`config.mk`:
```
export PLATFORM = sky130hd
export DESIGN_NAME = aes_host_master_flat
export DESIGN_NICKNAME = d
export VERILOG_FILES = /design/src/rtl/aes_host_master_if.sv /design/src/rtl/aes_host_master.sv /design/src/flat_wrapper.sv
export SDC_FILE = /design/constraint.sdc
export NUM_CORES = 1
export LEC_CHECK = 0
export BUFFER_PORTS_ARGS = -buffer_cell sky130_fd_sc_hd__buf_2
export CAP_MARGIN = 0
export CELL_PAD_IN_SITES_DETAIL_PLACEMENT = 0
export CELL_PAD_IN_SITES_GLOBAL_PLACEMENT = 1
export CORE_ASPECT_RATIO = 0.8
export CORE_MARGIN = 2
export CORE_UTILIZATION = 40
export CTS_CLUSTER_DIAMETER = 40
export DETAILED_ROUTE_END_ITERATION = 10
export MAX_ROUTING_LAYER = met4
export PLACE_DENSITY_LB_ADDON = 0.2
export SLEW_MARGIN = 0
export SYNTH_ARGS = -nofsm -noshare
export SYNTH_HDL_FRONTEND = slang
export SYNTH_SLANG_ARGS = --single-unit
```
`constraint.sdc`:
```
create_clock -name CLK -period 3.2 [get_ports CLK]
set_input_delay 0.48 -clock CLK [delete_from_list [all_inputs] [get_ports CLK]]
set_output_delay 0.48 -clock CLK [all_outputs]
set_load 0.01 [all_outputs]
```
`src/rtl/aes_host_master_if.sv`:
```
`default_nettype none
// ------------------------------------------------------------------
// aes_host_master_if: job request/response and AES core register port
// Rev 1.0
// ------------------------------------------------------------------
interface aes_host_master_if;
  logic         req_valid;
  logic         req_ready;
  logic         req_op;
  logic [1:0]   req_keylen;
  logic         req_keep_key;
  logic [255:0] req_key;
  logic [127:0] req_data;
  logic         rsp_valid;
  logic         rsp_ready;
  logic [127:0] rsp_data;
  logic         rsp_err;
  logic [7:0]   DIN;
  logic [6:0]   ADDR;
  logic         WR;
  logic         START;
  logic         OK;
  logic [7:0]   DOUT;

  modport master (
    input  req_valid, req_op, req_keylen, req_keep_key, req_key, req_data,
    input  rsp_ready, OK, DOUT,
    output req_ready, rsp_valid, rsp_data, rsp_err, DIN, ADDR, WR, START
  );

  modport slave (
    output req_valid, req_op, req_keylen, req_keep_key, req_key, req_data,
    output rsp_ready, OK, DOUT,
    input  req_ready, rsp_valid, rsp_data, rsp_err, DIN, ADDR, WR, START
  );
endinterface
`default_nettype wire

```
`src/rtl/aes_host_master.sv`:
```
`default_nettype none
// ------------------------------------------------------------------
// aes_host_master: serialises one AES block job onto the core byte port
// Rev 1.0
// ------------------------------------------------------------------
module aes_host_master #(
  parameter int TIMEOUT_CYC = 4096,
  parameter int RD_LAT      = 1
) (
  input  logic               CLK,
  input  logic               RST,
  aes_host_master_if.master  bus
);

  localparam int TW = (TIMEOUT_CYC > 1) ? $clog2(TIMEOUT_CYC) : 1;
  localparam int LW = (RD_LAT > 1) ? $clog2(RD_LAT) : 1;
  localparam logic [TW-1:0] T_LAST = TW'(TIMEOUT_CYC - 1);
  localparam logic [LW-1:0] L_LAST = LW'(RD_LAT - 1);

  typedef enum logic [3:0] {
    IDLE, WR_KEY, WR_DATA, WR_CFG, START_P, START_GAP,
    WAIT_OK, RD_ADDR, RD_WAIT, RESP
  } state_t;

  state_t         state;
  logic           op;
  logic [1:0]     keylen;
  logic [255:0]   key_sh;
  logic [127:0]   data_sh;
  logic [4:0]     idx;
  logic [4:0]     key_last;
  logic [TW-1:0]  tcnt;
  logic [LW-1:0]  lcnt;
  logic [3:0]     rd_idx;

  always_comb begin
    key_last = 5'd15;
    case (keylen)
      2'd1:    key_last = 5'd23;
      2'd2:    key_last = 5'd31;
      default: key_last = 5'd15;
    endcase
  end

  // Key and data go out MSB byte first, so both are kept as left-shifting registers.
  always_ff @(posedge CLK) begin
    if (RST) begin
      state         <= IDLE;
      bus.req_ready <= 1'b0;
      bus.rsp_valid <= 1'b0;
      bus.rsp_err   <= 1'b0;
      bus.rsp_data  <= '0;
      bus.WR        <= 1'b0;
      bus.START     <= 1'b0;
      bus.DIN       <= '0;
      bus.ADDR      <= '0;
      op            <= 1'b0;
      keylen        <= '0;
      key_sh        <= '0;
      data_sh       <= '0;
      idx           <= '0;
      tcnt          <= '0;
      lcnt          <= '0;
      rd_idx        <= '0;
    end else begin
      bus.WR    <= 1'b0;
      bus.START <= 1'b0;
      case (state)
        IDLE: begin
          bus.req_ready <= 1'b1;
          if (bus.req_valid && bus.req_ready) begin
            bus.req_ready <= 1'b0;
            op            <= bus.req_op;
            keylen        <= bus.req_keylen;
            idx           <= '0;
            if (bus.req_keylen == 2'd3) begin
              state         <= RESP;
              bus.rsp_valid <= 1'b1;
              bus.rsp_err   <= 1'b1;
              bus.rsp_data  <= '0;
            end else if (bus.req_keep_key) begin
              state    <= WR_DATA;
              bus.WR   <= 1'b1;
              bus.ADDR <= 7'h00;
              bus.DIN  <= bus.req_data[127:120];
              data_sh  <= bus.req_data << 8;
            end else begin
              state    <= WR_KEY;
              bus.WR   <= 1'b1;
              bus.ADDR <= 7'h10;
              bus.DIN  <= bus.req_key[255:248];
              key_sh   <= bus.req_key << 8;
              data_sh  <= bus.req_data;
            end
          end
        end
        WR_KEY: begin
          bus.WR <= 1'b1;
          if (idx == key_last) begin
            state    <= WR_DATA;
            idx      <= '0;
            bus.ADDR <= 7'h00;
            bus.DIN  <= data_sh[127:120];
            data_sh  <= data_sh << 8;
          end else begin
            idx      <= idx + 5'd1;
            bus.ADDR <= 7'h10 + 7'(idx) + 7'd1;
            bus.DIN  <= key_sh[255:248];
            key_sh   <= key_sh << 8;
          end
        end
        WR_DATA: begin
          bus.WR <= 1'b1;
          if (idx == 5'd15) begin
            state    <= WR_CFG;
            bus.ADDR <= 7'h30;
            bus.DIN  <= {5'b0, keylen, op};
          end else begin
            idx      <= idx + 5'd1;
            bus.ADDR <= 7'(idx) + 7'd1;
            bus.DIN  <= data_sh[127:120];
            data_sh  <= data_sh << 8;
          end
        end
        WR_CFG: begin
          state     <= START_P;
          bus.START <= 1'b1;
        end
        START_P: begin
          state <= START_GAP;
        end
        START_GAP: begin
          state <= WAIT_OK;
          tcnt  <= '0;
        end
        WAIT_OK: begin
          // OK takes priority over a timeout landing in the same cycle.
          if (bus.OK) begin
            state    <= RD_ADDR;
            rd_idx   <= '0;
            bus.ADDR <= 7'h40;
          end else if (tcnt == T_LAST) begin
            state         <= RESP;
            bus.rsp_valid <= 1'b1;
            bus.rsp_err   <= 1'b1;
            bus.rsp_data  <= '0;
          end else begin
            tcnt <= tcnt + 1'b1;
          end
        end
        RD_ADDR: begin
          state <= RD_WAIT;
          lcnt  <= '0;
        end
        RD_WAIT: begin
          if (lcnt == L_LAST) begin
            bus.rsp_data <= {bus.rsp_data[119:0], bus.DOUT};
            if (rd_idx == 4'd15) begin
              state         <= RESP;
              bus.rsp_valid <= 1'b1;
            end else begin
              state    <= RD_ADDR;
              rd_idx   <= rd_idx + 4'd1;
              bus.ADDR <= 7'h40 + 7'(rd_idx) + 7'd1;
            end
          end else begin
            lcnt <= lcnt + 1'b1;
          end
        end
        RESP: begin
          if (bus.rsp_ready) begin
            state         <= IDLE;
            bus.rsp_valid <= 1'b0;
            bus.rsp_err   <= 1'b0;
            bus.req_ready <= 1'b1;
          end
        end
        default: state <= IDLE;
      endcase
    end
  end

endmodule
`default_nettype wire
```
`src/flat_wrapper.sv`:
```
// flat-port wrapper written by rule: the top's interface ports become plain ports
module aes_host_master_flat 
#(
  parameter int TIMEOUT_CYC = 4096,
  parameter int RD_LAT      = 1
)
  (CLK, RST, bus_req_valid, bus_req_op, bus_req_keylen, bus_req_keep_key, bus_req_key, bus_req_data, bus_rsp_ready, bus_OK, bus_DOUT, bus_req_ready, bus_rsp_valid, bus_rsp_data, bus_rsp_err, bus_DIN, bus_ADDR, bus_WR, bus_START);
  aes_host_master_if bus_i ();
  input  logic CLK;
  input  logic RST;
  input wire logic [$bits(bus_i.req_valid)-1:0] bus_req_valid;
  input wire logic [$bits(bus_i.req_op)-1:0] bus_req_op;
  input wire logic [$bits(bus_i.req_keylen)-1:0] bus_req_keylen;
  input wire logic [$bits(bus_i.req_keep_key)-1:0] bus_req_keep_key;
  input wire logic [$bits(bus_i.req_key)-1:0] bus_req_key;
  input wire logic [$bits(bus_i.req_data)-1:0] bus_req_data;
  input wire logic [$bits(bus_i.rsp_ready)-1:0] bus_rsp_ready;
  input wire logic [$bits(bus_i.OK)-1:0] bus_OK;
  input wire logic [$bits(bus_i.DOUT)-1:0] bus_DOUT;
  output wire logic [$bits(bus_i.req_ready)-1:0] bus_req_ready;
  output wire logic [$bits(bus_i.rsp_valid)-1:0] bus_rsp_valid;
  output wire logic [$bits(bus_i.rsp_data)-1:0] bus_rsp_data;
  output wire logic [$bits(bus_i.rsp_err)-1:0] bus_rsp_err;
  output wire logic [$bits(bus_i.DIN)-1:0] bus_DIN;
  output wire logic [$bits(bus_i.ADDR)-1:0] bus_ADDR;
  output wire logic [$bits(bus_i.WR)-1:0] bus_WR;
  output wire logic [$bits(bus_i.START)-1:0] bus_START;
  assign bus_i.req_valid = bus_req_valid;
  assign bus_i.req_op = bus_req_op;
  assign bus_i.req_keylen = bus_req_keylen;
  assign bus_i.req_keep_key = bus_req_keep_key;
  assign bus_i.req_key = bus_req_key;
  assign bus_i.req_data = bus_req_data;
  assign bus_i.rsp_ready = bus_rsp_ready;
  assign bus_i.OK = bus_OK;
  assign bus_i.DOUT = bus_DOUT;
  assign bus_req_ready = bus_i.req_ready;
  assign bus_rsp_valid = bus_i.rsp_valid;
  assign bus_rsp_data = bus_i.rsp_data;
  assign bus_rsp_err = bus_i.rsp_err;
  assign bus_DIN = bus_i.DIN;
  assign bus_ADDR = bus_i.ADDR;
  assign bus_WR = bus_i.WR;
  assign bus_START = bus_i.START;
  aes_host_master #(.TIMEOUT_CYC(TIMEOUT_CYC), .RD_LAT(RD_LAT)) u_core (.CLK(CLK), .RST(RST), .bus(bus_i));
endmodule
```
# Word level (Yosys, flattened, before mapping)
# Index checks and enable logic that the tools add are counted.
classes:
  reduce_logical: 26
  n_eq_ne: 33
  n_addsub: 9
  n_mux: 73
op_table:
  columns: ["op", "n"]
  rows:
  - ["128-bit two-way mux", 10]
  - ["256-bit two-way mux", 4]
  - ["128-bit case mux with 3 select lines", 2]
  - ["256-bit case mux with 2 select lines", 1]
  - ["7-bit two-way mux", 7]
  - ["4-bit two-way mux", 12]
  - ["8-bit two-way mux", 5]
  - ["4-bit case mux with 10 select lines", 1]
  - ["7-bit case mux with 5 select lines", 1]
  - ["12-bit two-way mux", 2]
  - ["12-bit case mux with 2 select lines", 1]
  - ["8-bit case mux with 3 select lines", 1]
  - ["6-bit AND reduction", 4]
  - ["5-bit two-way mux", 4]
  - ["2-bit inequality test, second input constant", 10]
  - ["4-bit by 3-bit == test with 1-bit output, second input constant", 4]
  - ["5-bit case mux with 3 select lines", 1]
  - ["7-bit by 1-bit adder with 7-bit output, second input constant", 2]
  - ["1-bit two-way mux", 13]
  - ["12-bit by 1-bit adder with 12-bit output, second input constant", 1]
  - ["12-bit == test, second input constant", 1]
  - ["4-bit == test, second input constant", 3]
  - ["2-bit by 1-bit inequality test with 1-bit output, second input constant", 6]
  - ["5-bit case mux with 2 select lines", 1]
  - ["30 further kinds", 44]
word_totals:
  input_bits: 401
  output_inout_bits: 148
  reg_bits: 561

# Logic depth before layout (Yosys ltp)
# Gate-level depths: netlist of run 1.
logic_depth:
  ltp_word: 5
  mapped_depth: 10

# Least setup slack after synthesis of run 1
# Ideal clock, no wire load.
synth_path:
  path_kind: "reg-to-reg"
  startpoint: "reg u_core.keylen[1]"
  endpoint: "reg u_core.state[3]"
  path_slack_ns: 0.934
  path_buffers: 0
  path_stages_with_launch: 8
  arrival_ns: 2.150
  setup_ns: 0.116
  cell_sequence: "dfxtp_1 -> inv_1 -> ha_1 -> xnor2_1 -> o31ai_1 -> a21oi_1 -> or4b_2 -> o211a_1"
synth_via:
  elab_chain_len: 5
synth_lines:
  columns: ["element", "line", "text"]
  rows:
  - ["from (decl)", "aes_host_master.sv:27", "logic [1:0] keylen;"]
  - ["from (signal assigned)", "aes_host_master.sv:74", "keylen <= bus.req_keylen;"]
  - ["2-bit == test / 2-bit by 1-bit == test with 1-bit output (equally long branches)", "aes_host_master.sv:38", "case (keylen)"]
  - ["5-bit case mux with 2 select lines *", "aes_host_master.sv:38", null]
  - ["5-bit == test *", "aes_host_master.sv:99", "if (idx == key_last) begin"]
  - ["2-bit by 1-bit inequality test with 1-bit output (no line) *", null, null]
  - ["6-bit AND reduction (no line) *", null, null]
  - ["to (signal assigned)", "aes_host_master.sv:48", "state <= IDLE;"]
  - ["to (signal assigned)", "aes_host_master.sv:100", "state <= WR_DATA;"]
  - ["to (signal assigned)", "aes_host_master.sv:115", "state <= WR_CFG;"]
  - ["to (decl)", "aes_host_master.sv:25", "state_t state;"]
# Every way passes the cells marked *; elsewhere a longest branch is shown, timed or not.
# A chain may end at the register's enable or synchronous reset.

# Final worst setup path of run 1
layout_path:
  startpoint: "reg u_core.keylen[1]"
  endpoint: "reg u_core.data_sh[25]"
layout_via:
  elab_chain_len: 5
layout_lines:
  columns: ["element", "line", "text"]
  rows:
  - ["2-bit == test / 2-bit by 1-bit == test with 1-bit output (equally long branches)", "aes_host_master.sv:38", null]
  - ["5-bit case mux with 2 select lines *", "aes_host_master.sv:38", null]
  - ["5-bit == test *", "aes_host_master.sv:99", null]
  - ["2-bit by 1-bit inequality test with 1-bit output (no line) *", null, null]
  - ["5-bit AND reduction (no line) *", null, null]
  - ["to (signal assigned)", "aes_host_master.sv:93", "data_sh <= bus.req_data;"]
  - ["to (signal assigned)", "aes_host_master.sv:104", "data_sh <= data_sh << 8;"]
  - ["to (signal assigned)", "aes_host_master.sv:122", "data_sh <= data_sh << 8;"]
  - ["to (decl)", "aes_host_master.sv:29", "logic [127:0] data_sh;"]
# Marks and branches as above.

==> qor.log, run 1 <==
[global_routing] largest net degree at the start of global routing 144
[critical_path] start of the worst register-to-register path u_core.keylen[1]
[synthesis] Synth cell types 66
[synthesis] fraction of post-synthesis cell area in the top cell type by area 0.4540
[routing] routed length per instance 19.23 um
[clocking] total number of H-tree levels 3
[critical_path] Critical Path AT 3220 ps
[placed_design] Final HPWL DP 56.03 mm
[global_routing] wire length of the first global-routing pass 125.2 mm
[power] fraction of power consumed by combinational cells 0.327
[finish] commonest non-fill, non-tap cell in the layout nand2_1
[critical_path] type of the setup path with the least slack reg -> reg
[power] part of the total power dissipated in sequential elements 0.353
[clocking] number of buffers inserted to repair setup after CTS 0
[finish] layout cells sized above 1 0.2202
[critical_path] cell type of the slowest stage on the worst timing path or3_1
[clocking] TritonCTS clock tree done
[power] switching power 9.991 mW
[clocking] CTS buffer count 75
[synthesis] Seq cells post-synth 552
[synthesis] leading area contributor after synthesis dfxtp_1
[synthesis] commonest register cell after synthesis dfxtp_1
[critical_path] required time reported for the critical path endpoint 3720 ps
[die] Die X-Extent 279.8 um
[synthesis] Mapped Area 24340 sq um
[critical_path] delay-heaviest family, CP buffers and inverters
[placed_design] number of port buffers 548
[routing] Pre-antenna DRT Iters 6
[power] worst supply voltage drop on vdd 0.4936 mV
[power] leakage power 12.20 nW
[critical_path] Max stage delay on crit path 510 ps
[critical_path] register-to-register setup slack 500 ps
[power] switching share of total power 0.3728
[sta] Post-Route Skew 20.21 ps
[sta] part of the cycle the worst path needs 0.8430
[finish] net count of the finished layout 3789
[sta] number of hold violations in the final report 0
[finish] final standard cell count with taps included and fillers excluded 4243
[die] DIE AREA 62850 sq um
[sta] setup repair after global routing missed its margin false
[power] Total Power 26.80 mW
[status] outcome finished, final reports clean
[min_path] end of the worst hold path u_core.key_sh[13]
[die] overall die height 224.6 um
[critical_path] maximum fanout encountered on the critical timing path 69
[synthesis] fraction of registers with async set/reset 0
[sta] slew at the pin closest to its max-slew limit 1207 ps
[sta] final-report max-slew violation count 0
[global_routing] total grt overflow 0
[clocking] CTS max path bufs 3
[placed_design] Setup Slack @ Placement 400.9 ps
[synthesis] Yosys Warn Count 0
[placed_design] Routability Congestion 0.9017
[clocking] Clock transition at path regs 50 ps
[routing] Post-DRT Antenna Nets 0
[routing] via density per instance 5.629
[clocking] post-cts resize count 0
[sta] Worst Slack Setup Final 502.4 ps
[synthesis] Synthesized Nets 3405
[synthesis] Syn Inst Count 2999
[min_path] number of instances on the worst hold path 2
[sta] highest clock frequency the design can meet 0.3707 GHz
[sta] setup_tns 0 ps
[power] cell internal pwr 16.81 mW
[finish] number of filler cells placed in the layout 5836
[synthesis] number of enable flip-flop cells after synthesis 0
[die] number of placed I/O pins 549
[global_routing] number of global-route vias before repair 22310
[synthesis] mean instance size in the synthesized netlist 8.116 sq um
[routing] DR DRC count 0
[critical_path] type of origin of the critical path flop
[min_path] worst hold start bus_req_key[5]
[critical_path] Critical path buffers and inverters 3
[run] number of max-cap violations 0
[min_path] min-delay worst type in -> reg
[sta] final setup vio count 0
[routing] via count 23890
[global_routing] number of antenna violations at the first check in global routing 23
[sta] Min Clock Period, post-route 2698 ps
[critical_path] Critical Path End Type flop
[critical_path] worst setup path startpoint u_core.keylen[1]
[power] clock power share 0.319
[critical_path] crit-path cells inv_1, ha_1, xnor2_1, or3_1, o22ai_4, buf_12, buf_4, o2111ai_1, a21oi_1
[die] Starting Density 0.4066
[sta] worst hold margin 84.73 ps
[clocking] clock sinks 552
[clocking] number of buffers inserted by hold repair at cts 0
[sta] Slew Limit Headroom 0.1950
[finish] leading cell types in the layout, fill and taps excluded nand2_1 (744), dfxtp_1 (552), buf_2 (546), nor2_1 (285), a311oi_1 (241)
[routing] drt total wl 81.61 mm
[critical_path] reg-to-reg endpoint u_core.data_sh[25]
[synthesis] top cells by area, synth dfxtp_1 (45%), nand2_1 (12%), a311oi_1 (8.7%)
[clocking] worst skew pair latency 610 ps
[die] placeable core region 59860 sq um
[power] Pwr per Cell Area 882.0 nW/um^2
[global_routing] aggregate global-route resource usage 0.2555
[critical_path] depth of the worst register-to-register path 9
[placed_design] number of cells after detailed placement 4085
[routing] 1st-iter DRT viols 2110
[clocking] root cell of the clock tree clkbuf_16
[die] total number of placement rows 80
[finish] area added between synthesis and finish 24.84%
[synthesis] sequential fraction of the synthesis area 0.4540
cell usage after synthesis, types with 4 or more instances:
| cell | number |
|---|---|
| xnor2_1 | 9 |
| o2111ai_1 | 120 |
| a2111oi_0 | 5 |
| mux2i_1 | 130 |
| nand2_1 | 746 |
| ha_1 | 5 |
| nor4_1 | 8 |
| clkbuf_1 | 204 |
| xor2_1 | 7 |
| o22ai_1 | 107 |
| nor2b_1 | 7 |
| o21ai_0 | 146 |
| a311oi_1 | 241 |
| inv_1 | 15 |
| a221oi_1 | 6 |
| buf_2 | 92 |
| buf_1 | 7 |
| a22o_1 | 8 |
| and3_1 | 4 |
| nand4_1 | 15 |
| dfxtp_1 | 552 |
| a22oi_1 | 4 |
| a21o_1 | 7 |
| nor2_1 | 287 |
| nand2b_1 | 5 |
| a21oi_1 | 154 |
| o32ai_1 | 8 |
| nand3_1 | 24 |
| o21ai_1 | 6 |
| nor3_1 | 11 |
sequential cells by signal, indices dropped and copies added (netlist names):
name / flops
u_core.rd_idx: 4
u_core.bus.rsp_valid: 1
u_core.idx: 5
u_core.bus.ADDR: 7
u_core.state: 4
u_core.key_sh: 248
u_core.tcnt: 12
u_core.bus.rsp_data: 128
u_core.bus.req_ready: 1
u_core.op: 1
u_core.keylen: 2
u_core.data_sh: 128
u_core.bus.START: 1
u_core.bus.rsp_err: 1
u_core.bus.WR: 1
u_core.bus.DIN: 8
stage by stage:
step / cell area [sq um] / util
2_1_floorplan: 24340 / -
3_3_place_gp: 27750 / 0.4637
3_5_place_dp: 27750 / 0.4637
4_1_cts: 30330 / 0.5067
5_1_grt: 30390 / 0.5077
6_report: 30390 / 0.5077
power groups by stage:
| stage | clock network, mW | logic, mW | registers, mW |
|---|---|---|---|
| after floorplan | 0 | 6.21 | 9.29 |
| after global placement | 0 | 8.54 | 9.55 |
| after detailed placement | 0 | 8.71 | 9.58 |
| after CTS | 8.71 | 8.74 | 9.46 |
| after global routing | 9.00 | 9.78 | 9.65 |
| final | 8.56 | 8.77 | 9.47 |
layout make-up:
| type | count | area (sq um) | area share |
|---|---|---|---|
| multi-input cells | 2128 | 12070 | 0.3971 |
| flip-flops and latches | 552 | 11050 | 0.3637 |
| repair buffers | 610 | 3600 | 0.1185 |
| clock buffers | 96 | 2120 | 0.06975 |
| well taps | 779 | 974.7 | 0.03208 |
| clock inverters | 40 | 457.9 | 0.01507 |
| inverters | 16 | 61.31 | 0.002018 |
| diodes | 22 | 55.05 | 0.001812 |
worst register-to-register path, stage by stage (launching register included):
cell and delay [ps]:
dfxtp_1 400, inv_1 70, ha_1 280, xnor2_1 170
or3_1 510, o22ai_4 190, buf_12 310, buf_4 350
o2111ai_1 170, a21oi_1 170
how the worst max path moves through the flow:
stage	end	slack, ps	cells past startpoint
after global routing	u_core.data_sh[25]	320	10
after floorplan	u_core.state[3]	930	7
after detailed placement	u_core.key_sh[99]	400	8
final	u_core.data_sh[25]	500	9
after global placement	u_core.key_sh[89]	460	8
after CTS	u_core.data_sh[14]	510	9
logic make-up after synthesis:
kind of cell / count (synthesis) / synth area share
simple gates: 1132 / 0.1851
compound gates: 844 / 0.2447
flops: 552 / 0.4540
buf+inv: 319 / 0.05392
mux: 131 / 0.05392
xor+xnor: 16 / 0.005757
fa+ha+maj: 5 / 0.002570
routing by layer:
metal	global-route usage	part of all wire	vias to the layer above
met5	-	0	-
met4	0.06400	0.021	0
met3	0.05786	0.072	114
met2	0.3840	0.45	751
met1	0.3472	0.46	11340
li1	-	-	11680
Note: power is estimated with default switching activity, not from simulation.
==> run 2: changes to the inputs <==
--- a/config.mk
+++ b/config.mk
@@ -11,7 +11,7 @@
 export CELL_PAD_IN_SITES_GLOBAL_PLACEMENT = 1
 export CORE_ASPECT_RATIO = 0.8
 export CORE_MARGIN = 2
-export CORE_UTILIZATION = 40
+export CORE_UTILIZATION = 36
 export CTS_CLUSTER_DIAMETER = 40
 export DETAILED_ROUTE_END_ITERATION = 10
 export MAX_ROUTING_LAYER = met4
==> constraint.sdc (replaced) <==
create_clock -name CLK -period 2.2 [get_ports CLK]
set_input_delay 0.33 -clock CLK [delete_from_list [all_inputs] [get_ports CLK]]
set_output_delay 0.33 -clock CLK [all_outputs]
set_load 0.01 [all_outputs]
==> qor.log, run 2 (synthesized netlist as in run 1, its figures left out) <==
[die] Die X-Extent 294.7 um [+5.3%]
[min_path] worst hold start bus_req_key[202]
[routing] 1st-iter DRT viols 1848 [-12%]
[routing] DR DRC count 0 [unchanged]
[critical_path] Critical Path End Type flop
[routing] via count 26180 [+9.6%]
[routing] Post-DRT Antenna Nets 0 [unchanged]
[finish] Reg with most FFs u_core.key_sh
[status] outcome finished with violations
[sta] highest clock frequency the design can meet 0.4501 GHz [+21%]
[power] Pwr per Cell Area 1249 nW/um^2 [+42%]
[die] total number of placement rows 85 [+6.3%]
[sta] worst hold margin 29.59 ps [-55.14 ps]
[routing] Pre-antenna DRT Iters 5 [-1]
[run] number of max-cap violations 0 [unchanged]
[power] worst supply voltage drop on vdd 0.9574 mV [+94%]
[die] Starting Density 0.3627 [-0.04394]
[clocking] total number of H-tree levels 3 [unchanged]
[placed_design] Routability Congestion 0.9011 [about the same]
[global_routing] wire length of the first global-routing pass 139.9 mm [+12%]
[critical_path] maximum fanout encountered on the critical timing path 6 [-91%]
[finish] number of filler cells placed in the layout 6186 [+6.0%]
[sta] Min Clock Period, post-route 2222 ps [-476.0 ps]
[clocking] TritonCTS clock tree done
[die] DIE AREA 69720 sq um [+11%]
[clocking] worst skew pair latency 630 ps [+20 ps]
[critical_path] type of the setup path with the least slack reg -> reg
[finish] layout cells sized above 1 0.2547 [+0.03451]
[global_routing] total grt overflow 0 [unchanged]
[power] Total Power 45.02 mW [+68%]
[sta] part of the cycle the worst path needs 1.010 [+0.1668]
[clocking] CTS max path bufs 3 [unchanged]
[finish] leading cell types in the layout, fill and taps excluded nand2_1 (742), buf_2 (546), dfxtp_1 (545), nor2_1 (283), dlygate4sd3_1 (261)
[routing] via density per instance 5.465 [-2.9%]
[global_routing] largest net degree at the start of global routing 140 [-2.8%]
[sta] number of hold violations in the final report 0 [unchanged]
[finish] biggest registers after layout u_core.key_sh (248), u_core.bus.rsp_data (128), u_core.data_sh (128)
[power] leakage power 14.55 nW [+19%]
[clocking] root cell of the clock tree clkbuf_16
[critical_path] depth of the worst register-to-register path 12 [+3]
[critical_path] reg-to-reg endpoint u_core.data_sh[42]
[finish] commonest non-fill, non-tap cell in the layout nand2_1
[placed_design] instance area at placement 28690 sq um [+3.4%]
[critical_path] register-to-register setup slack -20 ps [-520 ps]
[finish] Largest register FFs 248 [unchanged]
[clocking] Clock transition at path regs 60 ps [about the same]
[sta] slew at the pin closest to its max-slew limit 978.4 ps [-229.1 ps]
[finish] area added between synthesis and finish 48.12%
[sta] final setup vio count 3 [+3]
[critical_path] Critical Path AT 2760 ps [-460 ps]
[global_routing] aggregate global-route resource usage 0.2572 [+0.001719]
[critical_path] required time reported for the critical path endpoint 2740 ps [-980 ps]
[finish] final standard cell count with taps included and fillers excluded 4790 [+13%]
[critical_path] start of the worst register-to-register path u_core.idx[0]
[routing] drt total wl 93.03 mm [+14%]
[finish] net count of the finished layout 4191 [+11%]
[min_path] min-delay worst type in -> reg
[critical_path] type of origin of the critical path flop
[routing] routed length per instance 19.42 um [+0.97%]
[sta] Post-Route Skew 29.65 ps [+9.449 ps]
[status] violations in the final reports setup timing
[die] number of placed I/O pins 549 [unchanged]
[min_path] end of the worst hold path u_core.key_sh[210]
[clocking] clock sinks 552 [unchanged]
[global_routing] number of global-route vias before repair 25110 [+13%]
[placed_design] Setup Slack @ Placement -351.5 ps [-752.4 ps]
[placed_design] number of cells after detailed placement 4297 [+5.2%]
[die] placeable core region 67110 sq um [+12%]
[sta] final-report max-slew violation count 0 [unchanged]
[global_routing] number of antenna violations at the first check in global routing 21 [-8.7%]
[sta] Slew Limit Headroom 0.3478 [+0.1528]
[sta] setup repair after global routing missed its margin true
[die] overall die height 236.6 um [+5.3%]
[finish] post-route design area 36050 sq um [+19%]
[min_path] number of instances on the worst hold path 3 [+1]
[placed_design] number of port buffers 548 [unchanged]
[placed_design] Final HPWL DP 59.94 mm [+7.0%]
[clocking] CTS buffer count 85 [+13%]
[sta] Worst Slack Setup Final -21.60 ps [-524.0 ps]
run 2: cell count changes in the layout (fill, tap and decap cells not counted), moves of 12 or more:
cell,change
buf_4,+61
clkbuf_16,+24
dlygate4sd3_1,+261
a311oi_1,-16
buf_12,+12
buf_6,+13
buf_16,+19
a311oi_2,+16
o2111ai_1,-18
run 2: repair_timing:
action,CTS,global route
resized for setup,71,87
buffers inserted,17,9
endpoints found under the hold margin,263,0
pin swaps,19,95
setup endpoints to repair,383,384
gates cloned,14,18
hold buffers,261,0
run 2: routing by layer:
layer  global-route usage  up-vias  share of wire
met1               0.3431    12530           0.45
met2               0.3924      912           0.46
met4              0.09168        0          0.030
li1                     -    12540              -
met3              0.04252      196          0.058
met5                    -        -              0
run 2: final cells by class:
type	count	area [sq um]	area share
antenna	22	55.05	0.001527
clock buffer	100	2305	0.06392
clock inverter	57	703.2	0.01950
inverter	16	61.31	0.001700
multi-input combinational	2128	12560	0.3485
sequential	552	11060	0.3067
tap	913	1142	0.03168
timing repair buffer	1002	8165	0.2265
run 2: how the worst max path moves through the flow:
stage / slack (ps) / startpoint / to / depth (start not counted)
finish: -20 / u_core.idx[0] / u_core.data_sh[42] / 12
floorplan: 10 / u_core.keylen[1] / u_core.state[3] / 7
global route: -90 / u_core.idx[0] / u_core.data_sh[92] / 11
detailed placement: -350 / bus_req_keylen[0] / u_core.key_sh[53] / 8
global placement: -250 / bus_req_keylen[0] / u_core.key_sh[69] / 8
CTS: -20 / u_core.idx[1] / u_core.data_sh[8] / 11
run 2: report_power, final:
part	leakage [nW]	internal [mW]	total, mW	switching (mW)
Combinational	8.62	7.26	17.1	9.85
Clock	1.43	8.72	14.1	5.36
Sequential	4.50	12.4	13.8	1.42
Total	14.6	28.4	45.0	16.6
run 2: through the flow:
step / setup TNS [ps] / util
detailed placement: -70400 / 0.4275
CTS: -56.71 / 0.5250
finish: -40.18 / 0.5373
global route: -5914 / 0.5372
global placement: -57530 / 0.4275
floorplan: 0 / -
run 2: worst max-delay path, stage by stage (launching register included):
cell       delay [ps]
dfxtp_2           330
ha_4              160
and3_4            180
ha_4              160
nand2b_4          130
o31a_1            150
o22ai_4           210
buf_12            160
buf_12            150
buf_6             110
buf_6             100
o2111ai_1         120
a21oi_1           160
